`config.mk`:
```
export PLATFORM = sky130hd
export DESIGN_NAME = dk_walk_sound
export DESIGN_NICKNAME = d
export VERILOG_FILES = /design/src/rtl/dk_walk_pkg.sv /design/src/rtl/dk_walk_slew.sv /design/src/rtl/dk_walk_sound.sv
export SDC_FILE = /design/constraint.sdc
export NUM_CORES = 1
export LEC_CHECK = 0
export ABC_AREA = 1
export BUFFER_PORTS_ARGS = -buffer_cell sky130_fd_sc_hd__buf_2
export CAP_MARGIN = 15
export CORE_MARGIN = 2
export CORE_UTILIZATION = 35
export DETAILED_ROUTE_END_ITERATION = 8
export GPL_TIMING_DRIVEN = 0
export MAX_ROUTING_LAYER = met4
export PLACE_DENSITY = 0.51
export SLEW_MARGIN = 20
export SYNTH_ARGS = -nofsm -noshare
export SYNTH_HDL_FRONTEND = slang
export SYNTH_SLANG_ARGS = --single-unit
```
`constraint.sdc`:
```
create_clock -name clk -period 13.37 [get_ports clk]
set_input_delay 1.337 -clock clk [delete_from_list [all_inputs] [get_ports clk]]
set_output_delay 1.337 -clock clk [all_outputs]
set_load 0.01 [all_outputs]
```
`src/rtl/dk_walk_pkg.sv`:
```
// Shared constants and helpers for the Donkey Kong walk-sound synthesizer.
package dk_walk_pkg;

  localparam int F_START_HZ  = 800;
  localparam int F_END_HZ    = 200;
  localparam int DECAY_SHIFT = 9;
  localparam int SWEEP_SHIFT = 6;
  localparam int AMP         = 16384;
  localparam int ENV_MAX     = 32767;
  localparam int PHASE_W     = 24;

  // Rounded phase increment for a tone of hz at the given sample rate.
  function automatic longint hz_to_inc(input longint hz, input longint sample_rate);
    longint full_scale;
    full_scale = longint'(1) << PHASE_W;
    return (hz * full_scale + sample_rate / 2) / sample_rate;
  endfunction

endpackage

```
`src/rtl/dk_walk_slew.sv`:
```
// Exponential slew toward TARGET by (value - TARGET) >> SHIFT per update,
// with a load input that jumps straight to load_value. Exposes the
// post-update value combinationally so the caller can use it in the same edge.
module dk_walk_slew
  import dk_walk_pkg::*;
#(
  parameter int           W      = 16,
  parameter int           SHIFT  = DECAY_SHIFT,
  parameter logic [W-1:0] TARGET = '0
) (
  input  logic         clk,
  input  logic         reset,
  input  logic         update,
  input  logic         load,
  input  logic [W-1:0] load_value,
  output logic [W-1:0] level
);

  logic [W-1:0] value_reg;
  logic [W-1:0] step;

  // Next value: load, slew toward the target, or hold; never slews past the target.
  always_comb begin
    step  = '0;
    if (value_reg > TARGET) step = (value_reg - TARGET) >> SHIFT;
    level = value_reg;
    if (update) level = load ? load_value : value_reg - step;
  end

  // State register, cleared by reset.
  always_ff @(posedge clk or posedge reset) begin
    if (reset) value_reg <= '0;
    else       value_reg <= level;
  end

endmodule

```
`src/rtl/dk_walk_sound.sv`:
```
// Donkey Kong walk sound: swept-pitch square oscillator with a decaying
// envelope, retriggered by rising edges of walk_en, one sample per audio_clk_en.
// Optional build macro DK_WALK_LPF_EN adds a one-pole low-pass on the output.
module dk_walk_sound
  import dk_walk_pkg::*;
#(
  parameter int CLOCK_RATE  = 48_000_000,
  parameter int SAMPLE_RATE = 48000
) (
  input  logic               clk,
  input  logic               reset,
  input  logic               audio_clk_en,
  input  logic               walk_en,
  output logic signed [15:0] out
);

  localparam logic [PHASE_W-1:0] INC_START = PHASE_W'(hz_to_inc(F_START_HZ, SAMPLE_RATE));
  localparam logic [PHASE_W-1:0] INC_END   = PHASE_W'(hz_to_inc(F_END_HZ, SAMPLE_RATE));
  localparam logic signed [15:0] SQ_POS    = 16'(AMP);
  localparam logic signed [15:0] SQ_NEG    = -16'(AMP);

  if (CLOCK_RATE / SAMPLE_RATE < 2) begin : g_rate_check
    $error("dk_walk_sound: CLOCK_RATE must be at least twice SAMPLE_RATE");
  end

  logic               walk_reg;
  logic               pending_reg;
  logic [15:0]        env_next;
  logic [PHASE_W-1:0] inc_next;
  logic [PHASE_W-1:0] phase_reg;
  logic [PHASE_W-1:0] phase_next;
  logic signed [15:0] sq;
  logic signed [32:0] mult;
  logic signed [15:0] prod;
  logic signed [15:0] out_next;
  logic               unused_mult_bits;

  // Trigger: register walk_en and latch rising edges until the next update consumes them.
  always_ff @(posedge clk or posedge reset) begin
    if (reset) begin
      walk_reg    <= 1'b0;
      pending_reg <= 1'b0;
    end else begin
      walk_reg    <= walk_en;
      pending_reg <= (pending_reg & ~audio_clk_en) | (walk_en & ~walk_reg);
    end
  end

  dk_walk_slew #(.W(16), .SHIFT(DECAY_SHIFT), .TARGET(16'd0)) u_env (
    .clk       (clk),
    .reset     (reset),
    .update    (audio_clk_en),
    .load      (pending_reg),
    .load_value(16'(ENV_MAX)),
    .level     (env_next)
  );

  dk_walk_slew #(.W(PHASE_W), .SHIFT(SWEEP_SHIFT), .TARGET(INC_END)) u_inc (
    .clk       (clk),
    .reset     (reset),
    .update    (audio_clk_en),
    .load      (pending_reg),
    .load_value(INC_START),
    .level     (inc_next)
  );

  // Phase accumulator restart/advance and the envelope-scaled square wave.
  always_comb begin
    phase_next = phase_reg;
    if (audio_clk_en) phase_next = pending_reg ? '0 : phase_reg + inc_next;
    sq   = phase_next[PHASE_W-1] ? SQ_NEG : SQ_POS;
    mult = sq * $signed({1'b0, env_next});
    prod = mult[30:15];
  end
  assign unused_mult_bits = ^{mult[32:31], mult[14:0]};

`ifdef DK_WALK_LPF_EN
  logic signed [17:0] lpf_diff;
  logic signed [17:0] lpf_acc;

  // One-pole low-pass in 18-bit arithmetic, saturated back to 16 bits.
  always_comb begin
    lpf_diff = {{2{prod[15]}}, prod} - {{2{out[15]}}, out};
    lpf_acc  = {{2{out[15]}}, out} + (lpf_diff >>> 3);
    if (lpf_acc > 18'sd32767)       out_next = 16'sh7fff;
    else if (lpf_acc < -18'sd32768) out_next = 16'sh8000;
    else                            out_next = lpf_acc[15:0];
  end
`else
  assign out_next = prod;
`endif

  // Phase and output registers advance only on a sample strobe.
  always_ff @(posedge clk or posedge reset) begin
    if (reset) begin
      phase_reg <= '0;
      out       <= '0;
    end else if (audio_clk_en) begin
      phase_reg <= phase_next;
      out       <= out_next;
    end
  end

endmodule

```
# --- Word-level counts from Yosys, hierarchy flattened ---
# Cells that the tools add are included.
word_totals:
  latch_bits: 0
  rom_bits: 0
  regBits: 82
  in_bits: 4
  elab_cells: 27
  ramBits: 0
  n_memories: 0
  output_inout_bits: 16
op_classes:
  n_reduce_logical: 0
  n_div: 0
  n_bitwise: 5
  mux: 9
  n_shift: 0
  multipliers: 1
  n_addsub: 4
  n_eq_ne: 0
  magnitude_cmp: 2
ops:
  columns: ["operator", "count"]
  rows:
  - ["two-way mux 24 bit", 4]
  - ["two-way mux 16 bit", 3]
  - ["multiplier 16 x 17 -> 31 bit", 1]
  - ["adder 24 bit", 1]
  - ["greater-than comparator 24 x 17 -> 1 bit (second input constant)", 1]
  - ["subtractor 24 x 17 -> 24 bit (second input constant)", 1]
  - ["subtractor 24 bit", 1]
  - ["two-way mux 18 bit", 1]
  - ["greater-than comparator 16 x 1 -> 1 bit (second input constant)", 1]
  - ["subtractor 16 bit", 1]
  - ["two-way mux 7 bit", 1]
  - ["bitwise AND 1 bit", 2]
  - ["NOT 1 bit", 2]
  - ["bitwise OR 1 bit", 1]

# --- Depth between registers and ports, before layout ---
depth:
  ltp_word: 10
  depth_mapped: 64
  mapped_depth_nobuf: 63

# --- Cells and area by module ---
# A second synthesis with hierarchy kept.
hier_totals:
  hier_cells: 1473
  area_unflattened_um2: 9375.2
by_module_without_submodules:
  columns: ["mod", "area_each_um2", "instances", "cells_each"]
  rows:
  - ["dk_walk_sound", 4606.9, 1, 649]
  - ["dk_walk_slew at u_inc", 3358.2, 1, 601]
  - ["dk_walk_slew at u_env", 1410.1, 1, 223]

# --- Least setup slack after synthesis ---
# No wires, ideal clock.
synth_timing:
  path_type: "register to register"
  from: "reg u_inc.value_reg[1]"
  to: "reg out[14]"
  path_buffers: 2
  path_stages_with_launch: 59
  setup_ps: 118
  t_arrival_ps: 7834
  path_slack_ps: 5418
  cell_sequence: "dfrtp_1 > nor2_2 > nand3_1 > a21oi_2 > nand2_1 > nand2_1 > o21bai_1 > and2_1 > nand2_2 > nand2_2 > nor2_4 > nor2_4 > inv_2 > o21ai_4 > buf_4 > nand3_1 > fa_1 > a31oi_1 > (+23 left out) > ha_1 > xnor2_1 > xor2_1 > ha_1 > ha_1 > ha_1 > ha_1 > a21oi_1 > o21ai_0 > a21oi_1 > inv_1 > a21oi_1 > o21ai_0 > a21oi_1 > o21bai_1 > or2_2 > nand3_1 > nand2_1"
synth_via:
  elab_chain_cells: 10
synth_rtl:
  columns: ["element", "line", "text"]
  rows:
  - ["start, declared", "dk_walk_slew.sv:19", "logic [W-1:0] value_reg;"]
  - ["start signal, assigned", "dk_walk_slew.sv:33", "else value_reg <= level;"]
  - ["subtractor 24 x 17 -> 24 bit or greater-than comparator 24 x 17 -> 1 bit (tied branches)", "dk_walk_slew.sv:25", "if (value_reg > TARGET) step = (value_reg - TARGET) >> SHIFT;"]
  - ["two-way mux 18 bit", "dk_walk_slew.sv:25", null]
  - ["subtractor 24 bit (*)", "dk_walk_slew.sv:27", "if (update) level = load ? load_value : value_reg - step;"]
  - ["two-way mux 24 bit (*) (2 in a row)", "dk_walk_slew.sv:27", null]
  - ["via inc_next[20]", "dk_walk_sound.sv:29", "logic [PHASE_W-1:0] inc_next;"]
  - ["adder 24 bit (*)", "dk_walk_sound.sv:70", "if (audio_clk_en) phase_next = pending_reg ? '0 : phase_reg + inc_next;"]
  - ["two-way mux 24 bit (*) (2 in a row)", "dk_walk_sound.sv:70", null]
  - ["via phase_next[23]", "dk_walk_sound.sv:31", "logic [PHASE_W-1:0] phase_next;"]
  - ["two-way mux 16 bit (*)", "dk_walk_sound.sv:71", "sq = phase_next[PHASE_W-1] ? SQ_NEG : SQ_POS;"]
  - ["multiplier 16 x 17 -> 31 bit (*)", "dk_walk_sound.sv:72", "mult = sq * $signed({1'b0, env_next});"]
  - ["end signal, assigned", "dk_walk_sound.sv:100", "out <= out_next;"]
  - ["end, declared", "dk_walk_sound.sv:14", "output logic signed [15:0] out"]
# Mark *: on every way through the listed nets, which the timed path passes. The rest lies on a longest branch.
# A chain may end at the register's enable or synchronous reset.

# --- Worst setup path in the final report ---
# Same ends and word-level chain as after synthesis.

==> implementation parameters <==
Parameter                              Value

Outcome
  Status    finished clean

Timing
  Final critical-path share of the clock period    0.722
  Unrepaired setup endpoints after global routing    false
  Setup violations, final    0
  Worst slew slack as a fraction of its limit    0.394
  Peak Freq    0.104 GHz
  Final count of pins violating max slew    0
  Slew at the pin closest to its max-slew limit    ~0.91 ns
  Number of hold-slack violations in the final timing report    0
  Setup TNS    0 ns
  Post-layout min period    approximately 9.7 ns
  Clock skew    0.00800 ns

Critical path
  Count of cells along the worst register-to-register path    54
  Crit end category    flip-flop
  Biggest cell delay along the critical path    0.46 ns
  Data required time of the critical path    13.60 ns
  Reg2reg start    u_inc.value_reg[1]$_DFF_PP0_
  Arrival @ worst endpoint    9.89 ns
  Library cell appearing most often on the critical path    sky130_fd_sc_hd__nand2_1
  Slack of the worst reg-to-reg path    3.71 ns
  Reg-to-Reg End    out[14]$_DFFE_PP0P_
  Critical Path Source    u_inc.value_reg[1]$_DFF_PP0_
  Startpoint Class    flip-flop
  Kind of critical path    flip-flop to flip-flop
  CP max FO    10
  Crit path max-delay cell type    sky130_fd_sc_hd__fa_1

GRT
  Via count of the first global-routing pass    between 6,000 and 7,000
  Largest net degree at the start of global routing    between 50 and 60
  GRT Overall Usage    0.184
  Overflow after GRT    0
  Initial antenna violation count    0
  Global-route wire length before repair    34,100 um

Synthesis
  Most frequent cells after synthesis    220 x sky130_fd_sc_hd__nand2_1, 126 x sky130_fd_sc_hd__ha_1, 114 x sky130_fd_sc_hd__inv_1
  Async set-or-reset flop fraction in the synthesized netlist    1.00
  Average footprint of a synthesized cell    around 7.5 um2
  Synth top area cells    sky130_fd_sc_hd__dfrtp_1 26%, sky130_fd_sc_hd__ha_1 20%, sky130_fd_sc_hd__nand2_1 11%
  Number of enable-type register cells in the synthesized netlist    0
  Most used standard cell by instance count after synthesis    sky130_fd_sc_hd__nand2_1
  Portion of the post-synthesis area used by sequential elements    0.263
  Synthesized netlist net count    1,177
  Number of standard cells after synthesis    ~1,000
  Biggest area consumer among synthesized cells    sky130_fd_sc_hd__dfrtp_1
  Post-synth cell types    51
  Fraction of synthesized cell area taken by the top area cell type    0.263
  Number of warning messages in the yosys log    0
  Flip-flop and latch count after synthesis    82
  Netlist area before placement    7790 um2
  Commonest register cell after synthesis    sky130_fd_sc_hd__dfrtp_1

Floorplan
  Die boundary width    153 um
  Number of placed I/O pins    20
  Core area    about 22,000 um2
  Row count    between 50 and 60
  Overall die area    between 20,000 and 25,000 um2
  Initial Util    0.357
  Die height    about 150 um

Route
  Total wire length    20,300 um
  Iteration-0 DRC count of the detailed router    ~400
  Via count of the routed design    approximately 6,900
  Residual DRC    0
  WL/cell    between 10 and 15 um
  Count of TritonRoute iterations in the first routing pass    5
  Avg Vias per Cell    a little over 5
  Number of routed nets with antenna violations    0

Placed design
  Port Buffer Count    19
  Post-DP HPWL    approximately 16,000 um
  Instance count after placement with tap cells included    between 1,000 and 1,500
  Routability-driven placement congestion ratio    0.866

Layout
  Total Nets Final    roughly 1,200
  Final standard cell count with taps included and fillers excluded    1,359
  Share of cells above drive strength 1    0.0751
  Diode count    0
  Total of fill cells in the finished design    approximately 2,300
  Area growth from synthesis to layout    10.4%

Clock tree
  Clock insertion delay at the later pin of the skew report    0.35 ns
  Quantity of gates resized following cts    0
  Number of hold buffers added after CTS    0
  Num CTS Buffers    9
  TritonCTS clock tree    built
  Clock input transition at the sequential cells of the worst setup and hold paths    0.07 ns
  Clock root buffer master    sky130_fd_sc_hd__clkbuf_16
  Number of H-tree levels    3
  Number of buffers between clock root and the deepest sink    2
  Post-CTS Setup Inserts    0
  # clock sinks    82

Power
  Leakage power of the design    about 4.3 nW
  Worst IR Drop VDD    around 0.1 mV
  Power per cell area    roughly 270 nW/um2

Worst hold path
  Instance count along the most critical hold path    1
  Min-Delay Path Class    flip-flop to flip-flop
  Endpoint of the worst hold-timing path    pending_reg$_DFF_PP0_
  Worst Hold Launch    walk_reg$_DFF_PP0_

Flow run
  Maximum capacitance violations    0
layer usage:
layer  global-route usage  share of wire  routed length (um)  vias up
li1                     -              -                   -     3624
met1                0.270           0.54               10900     3142
met2                0.277           0.43                8750      101
met3               0.0156          0.024                 482       11
met4               0.0423         0.0095                 193        0
met5                    -              0                   0        -
logic make-up (layout without fill, tap and decap cells):
family,Yosys count,in the layout,synth area share
adder cells (fa/ha/maj),129,129,0.210
AO/OA/AOI/OAI,230,230,0.168
AND/OR/NAND/NOR,425,425,0.246
buffers and inverters,140,175,0.0706
flip-flops,82,82,0.263
XOR/XNOR,38,38,0.0427
metrics by stage:
step            util  instance area [um2]  worst slack [ns]  power [mW]  hold WS (ns)
2_1_floorplan      -                 7790              5.42        1.65         0.399
3_3_place_gp   0.378                 8240              3.81        2.03         0.421
3_5_place_dp   0.379                 8270              3.81        2.03         0.413
4_1_cts        0.394                 8600              3.77        2.33         0.429
5_1_grt        0.394                 8600              2.76        2.59         0.460
6_report       0.394                 8600              3.71        2.33         0.423
how the worst max path moves through the flow:
stage,endpoint,cells past startpoint
after floorplan,out[14]$_DFFE_PP0P_,58
after global placement,out[14]$_DFFE_PP0P_,54
after detailed placement,out[14]$_DFFE_PP0P_,54
after CTS,out[14]$_DFFE_PP0P_,54
after global routing,out[14]$_DFFE_PP0P_,54
final,out[14]$_DFFE_PP0P_,54
worst max-delay path, delay by kind of cell, from the launching register on:
family / cells / cell delay, ns
DFF: 1 / 0.43
buffers and inverters: 5 / 0.69
and+or+nand+nor: 25 / 2.89
adders and majority gates: 7 / 2.39
AOI/OAI and AO/OA: 15 / 2.70
xor gates and xnor gates: 2 / 0.42
cells in the final DEF (no fill, tap or decap), types with 4 or more instances in the layout:
master and count:
sky130_fd_sc_hd__xor2_1 24, sky130_fd_sc_hd__o21bai_1 5, sky130_fd_sc_hd__o21ai_0 77, sky130_fd_sc_hd__or2_2 7
sky130_fd_sc_hd__inv_1 113, sky130_fd_sc_hd__nor2_1 84, sky130_fd_sc_hd__a31oi_1 5, sky130_fd_sc_hd__o21ai_1 10
sky130_fd_sc_hd__nand2_2 8, sky130_fd_sc_hd__xnor2_1 14, sky130_fd_sc_hd__o2111ai_1 4, sky130_fd_sc_hd__buf_2 19
sky130_fd_sc_hd__nor3_1 5, sky130_fd_sc_hd__ha_1 126, sky130_fd_sc_hd__nand3_1 52, sky130_fd_sc_hd__o22ai_1 14
sky130_fd_sc_hd__nor4_1 7, sky130_fd_sc_hd__o31ai_1 7, sky130_fd_sc_hd__a21oi_1 82, sky130_fd_sc_hd__nand4_1 13
sky130_fd_sc_hd__dfrtp_1 82, sky130_fd_sc_hd__nor2_4 12, sky130_fd_sc_hd__clkbuf_16 9, sky130_fd_sc_hd__a21o_1 5
sky130_fd_sc_hd__inv_2 5, sky130_fd_sc_hd__clkbuf_1 16, sky130_fd_sc_hd__nand2_1 220
power breakdown:
part	total (mW)	internal, mW	switching [mW]
sequential	0.428	0.349	0.0790
clock	0.288	0.182	0.106
combinational	1.61	0.584	1.03
total	2.33	1.11	1.21
area by class of cell:
cell class                      count  area [um2]  area share
Multi-Input combinational cell    822        5190       0.604
Clock inverter                      5         104      0.0121
Buffer                             19        91.3      0.0106
Timing Repair Buffer               20         123      0.0143
Inverter                          121         462      0.0537
Tap cell                          280         350      0.0407
Sequential cell                    82        2050       0.239
Clock buffer                       10         229      0.0266
(Power assumes the default switching activity.)
